==> config.mk <==
export PLATFORM = sky130hd
export DESIGN_NAME = ring_sequencer_n
export DESIGN_NICKNAME = d
export VERILOG_FILES = /design/src/rtl/ring_sequencer_n.sv
export SDC_FILE = /design/constraint.sdc
export NUM_CORES = 1
export LEC_CHECK = 0
export CAP_MARGIN = 10
export CORE_ASPECT_RATIO = 1.5
export CORE_MARGIN = 3
export CORE_UTILIZATION = 25
export DETAILED_ROUTE_END_ITERATION = 7
export PLACE_DENSITY = 0.49
export SYNTH_ARGS = -nofsm -noshare
export SYNTH_HDL_FRONTEND = slang
export SYNTH_SLANG_ARGS = --single-unit
==> constraint.sdc <==
create_clock -name dummy_clk -period 4.5 [get_ports dummy_clk]
set_clock_uncertainty 0.15 [all_clocks]
set_input_delay 0.45 -clock dummy_clk [delete_from_list [all_inputs] [get_ports dummy_clk]]
set_output_delay 0.45 -clock dummy_clk [all_outputs]
set_load 0.005 [all_outputs]
==> src/rtl/ring_sequencer_n.sv <==
// Parametrised T-state ring sequencer: one-hot T1..TN plus binary index, early end, run/hold,
// sticky halt, instruction counter and cycle-done pulse. Optional single-step: SEQ_SINGLE_STEP_EN.
module ring_sequencer_n #(
  parameter int NUM_STATES = 6,
  parameter int IDX_W      = $clog2(NUM_STATES),
  parameter int CNT_W      = 8
) (
  input  logic                  dummy_clk,
  input  logic                  FPGA_inp_zero,
  input  logic                  run,
  input  logic                  ring_clr,
  input  logic                  hlt,
`ifdef SEQ_SINGLE_STEP_EN
  input  logic                  step_mode,
  input  logic                  step_btn,
`endif
  output logic [NUM_STATES-1:0] t_state,
  output logic [IDX_W-1:0]      t_idx,
  output logic                  cycle_done,
  output logic [CNT_W-1:0]      instr_cnt,
  output logic                  halted
);

  localparam logic [NUM_STATES-1:0] T1 = NUM_STATES'(1);

  logic step_ok;
  logic advance;
  logic at_last;
  logic onehot_ok;

`ifdef SEQ_SINGLE_STEP_EN
  logic step_btn_q;

  always_ff @(posedge dummy_clk) begin
    if (FPGA_inp_zero) step_btn_q <= 1'b0;
    else               step_btn_q <= step_btn;
  end

  // A held button produces a single rising edge, hence a single step.
  assign step_ok = !step_mode || (step_btn && !step_btn_q);
`else
  assign step_ok = 1'b1;
`endif

  assign advance   = run && step_ok;
  assign at_last   = t_state[NUM_STATES-1];
  assign onehot_ok = $onehot(t_state);

  // NOTE: every register here is assigned with <= so all of them see pre-edge values.
  always_ff @(posedge dummy_clk) begin
    if (FPGA_inp_zero) begin
      t_state    <= T1;
      t_idx      <= '0;
      cycle_done <= 1'b0;
      instr_cnt  <= '0;
      halted     <= 1'b0;
    end else if (halted) begin
      cycle_done <= 1'b0;
    end else if (hlt) begin
      halted     <= 1'b1;
      cycle_done <= 1'b0;
    end else if (!onehot_ok) begin
      // Corrupted ring recovers to T1 rather than propagating a bad control word.
      t_state    <= T1;
      t_idx      <= '0;
      cycle_done <= 1'b0;
    end else if (advance) begin
      if (ring_clr || at_last) begin
        t_state    <= T1;
        t_idx      <= '0;
        cycle_done <= 1'b1;
        instr_cnt  <= instr_cnt + CNT_W'(1);
      end else begin
        t_state    <= {t_state[NUM_STATES-2:0], 1'b0};
        t_idx      <= t_idx + IDX_W'(1);
        cycle_done <= 1'b0;
      end
    end else begin
      cycle_done <= 1'b0;
    end
  end

endmodule
==> summary.md <==
| Metric | Value |
|---|---|
| Status | `complete, no violations` |
| TritonCTS buffer count | `3` |
| Worst vdd rail ir drop | `0.0002315 V` |
| DR WL/cell | `approximately 13 um` |
| Top FF cell, synth | `dfxtp_1` |
| Clk pwr share | `0.223` |
| Seq/Total Area, Yosys | `0.4216` |
| Period utilization | `0.8696` |
| H-tree depth | `1` |
| Port Buffers | `23` |
| Clock latency on the worst-skew pair | `260 ps` |
| Antenna diodes | `0` |
| Gate power share | `0.385` |
| Hold Crit Class | `reg2reg` |
| Number of enable flip-flop cells after synthesis | `0` |
| Synth Instances | `slightly above 90` |
| Cell Rows | `26` |
| Mapped Area | `approximately 900 um2` |
| Slowest CP cell | `or4_4` |
| Post-layout util | `0.3530` |
| Vias in the first global route | `720` |
| Filler Cell Count | `roughly 380` |
| Via count | `754` |
| Final Slew Violations | `0` |
| Final hold vios | `0` |
| Synth Net Count | `around 100` |
| # nets final | `129` |
| Slowest Stage Delay on Critical Path | `540 ps` |
| Synth warnings | `0` |
| Most frequent cells in the layout | `23 x clkdlybuf4s50_1, 19 x dfxtp_1, 10 x inv_1, 9 x nor2_1, 6 x o221a_2` |
| Lkg Pwr | `0.0004654 uW` |
| GRT overflow | `0` |
| Max_slew headroom | `0.5622` |
| Die Area | `4380 um2` |
| Buffer and inverter count on the worst path | `2` |
| CP Data Arrival Time | `~4000 ps` |
| Worst reg2reg startpoint | `t_state[0]` |
| Fraction of layout cells with a size suffix above 1 | `0.1111` |
| Pin count of the biggest net entering global routing | `14` |
| Tmin final | `~3900 ps` |
| Clk pin slew, worst setup/hold paths | `roughly 70 ps` |
| Boundary Pins | `24` |
| CTS Buffer Depth | `2` |
| Synth cell types | `30` |
| Core Area | `about 3400 um2` |
| Die Width | `55.05 um` |
| First-pass GRT wire length | `approximately 3300 um` |
| Commonest non-fill, non-tap cell in the layout | `clkdlybuf4s50_1` |
| Global Route Usage Sum | `0.1044` |
| Crit-path max FO | `9` |
| Iteration-0 DRC Markers | `17` |
| Total Power | `between 500 and 600 uW` |
| CTS tree | `built` |
| Final wirelength | `a little over 2000 um` |
| Kind of critical path | `reg2reg` |
| Placed instance area | `around 1200 um2` |
| Post-DP HPWL | `roughly 1500 um` |
| Flop and latch count out of synthesis | `19` |
| RSZ-0062 raised after global routing | `false` |
| Syn-to-layout area delta | `34.95%` |
| Number of max-cap violations | `0` |
| Initial antenna violation count | `0` |
| Ys async rst share | `0` |
| CP Capture Type | `flop` |
| Crit start category | `flop` |
| F_max | `between 200 and 300 MHz` |
| Hold-fix buffers, CTS | `0` |
| Cts repair resizes | `0` |
| Worst path most repeated cell | `fa_1` |
| DRC Markers | `0` |
| Setup TNS Final | `0 ps` |
| Final Cell Area | `about 1200 um2` |
| PD cells | `~440 nW/um2` |
| RePlAce Congestion | `0.8574` |
| Synth top area cells | `dfxtp_1 42%, o221a_2 7.5%, fa_1 6.7%, xnor2_1 4.9%, ha_1 4.2%` |
| Post CTS Setup Buffer Count | `0` |
| Switch share | `0.3442` |
| Initial Util | `0.2616` |
| Worst Tran Pin Value | `approximately 660 ps` |
| Switch Pwr | `roughly 190 uW` |
| Routed vias/inst | `approximately 4.7` |
| Worst path cell trace | `inv_1, fa_1, fa_1, inv_1, ha_1, fa_1, or3b_1, or4_4, or4_1, a21oi_1` |
| P_int | `approximately 350 uW` |
| Final Setup Violations | `0` |
| Drt pass-1 iters | `4` |
| Remaining antenna violation count | `0` |
| Sequential power share | `0.393` |
| Synth area leader | `dfxtp_1` |
| Setup crit start | `t_state[0]` |
| Root buffer cell | `clkbuf_8` |
| WP data required | `approximately 4500 ps` |
| Top Family by Delay on Critical Path | `adder cells` |
| Mean post-synth cell area | `roughly 9.7 um2` |
| Share of the synthesized area in the top cell type | `0.4216` |
| DIE HEIGHT | `~80 um` |
| Clock sinks | `19` |
| Hold_sp | `instr_cnt[6]` |
-- Yosys cell counts, types with 2 or more instances --
cell	number
dfxtp_1	19
inv_1	10
nor2_1	9
o221a_2	6
xnor2_1	5
a21oi_1	4
nand3_1	4
nor4_1	4
and2_1	3
fa_1	3
ha_1	3
clkbuf_1	2
nand2_1	2
nor3_1	2
o21ai_0	2
-- tightest hold or removal path: stages (launching register included) --
cell	delay (ps)
dfxtp_1	350
o31ai_1	70
a21oi_1	60
-- routing by layer --
metal,GRT usage,up-vias,share of wire
li1,-,372,-
met1,0.1376,353,0.46
met2,0.1540,24,0.48
met3,0.02056,5,0.042
met4,0.05839,0,0.026
met5,0,-,0
-- cells by family after synthesis --
family                     Yosys count  synth area share
AOI/OAI and AO/OA                   17            0.1540
and+or+nand+nor                     31            0.1914
DFF                                 19            0.4216
buffers and inverters               13           0.05548
xor gates and xnor gates             6           0.05825
muxes                                1           0.01110
adders and majority gates            6            0.1082
-- metrics by stage --
step	worst slack (ps)	hold WS, ps	std cells
6_report	587.0	371.1	159
5_1_grt	432.6	418.6	159
4_1_cts	566.3	375.5	159
3_5_place_dp	594.1	361.3	155
3_3_place_gp	651.8	348.5	155
2_1_floorplan	756.1	332.3	93
-- final timing paths --
check / end / slack (ps) / cells past startpoint
worst max-delay path: instr_cnt[6] / 590 / 10
worst min-delay path: instr_cnt[6] / 370 / 2
worst max register to register: instr_cnt[6] / 590 / 10
worst min register to register: instr_cnt[6] / 370 / 2
-- cell type report --
type                            count  area (um2)  area share
Sequential cell                    19       380.4      0.3124
Tap cell                           42       52.55     0.04317
Timing Repair Buffer               23       230.2      0.1891
Inverter                           10       37.54     0.03083
Multi-Input combinational cell     61       471.7      0.3875
Clock buffer                        4       45.04     0.03700
-- flip-flops by register name (all words and copies together) (netlist names) --
register and count:
instr_cnt 8, t_idx 3, halted 1, t_state 6
cycle_done 1
-- power groups by stage --
stage,Clock (uW),Combinational [uW],Sequential [uW]
4_1_cts,124,212,212
3_3_place_gp,0,205,214
6_report,120,207,211
2_1_floorplan,0,145,213
5_1_grt,128,234,215
3_5_place_dp,0,208,216
Note: power is estimated with default switching activity, not from simulation.
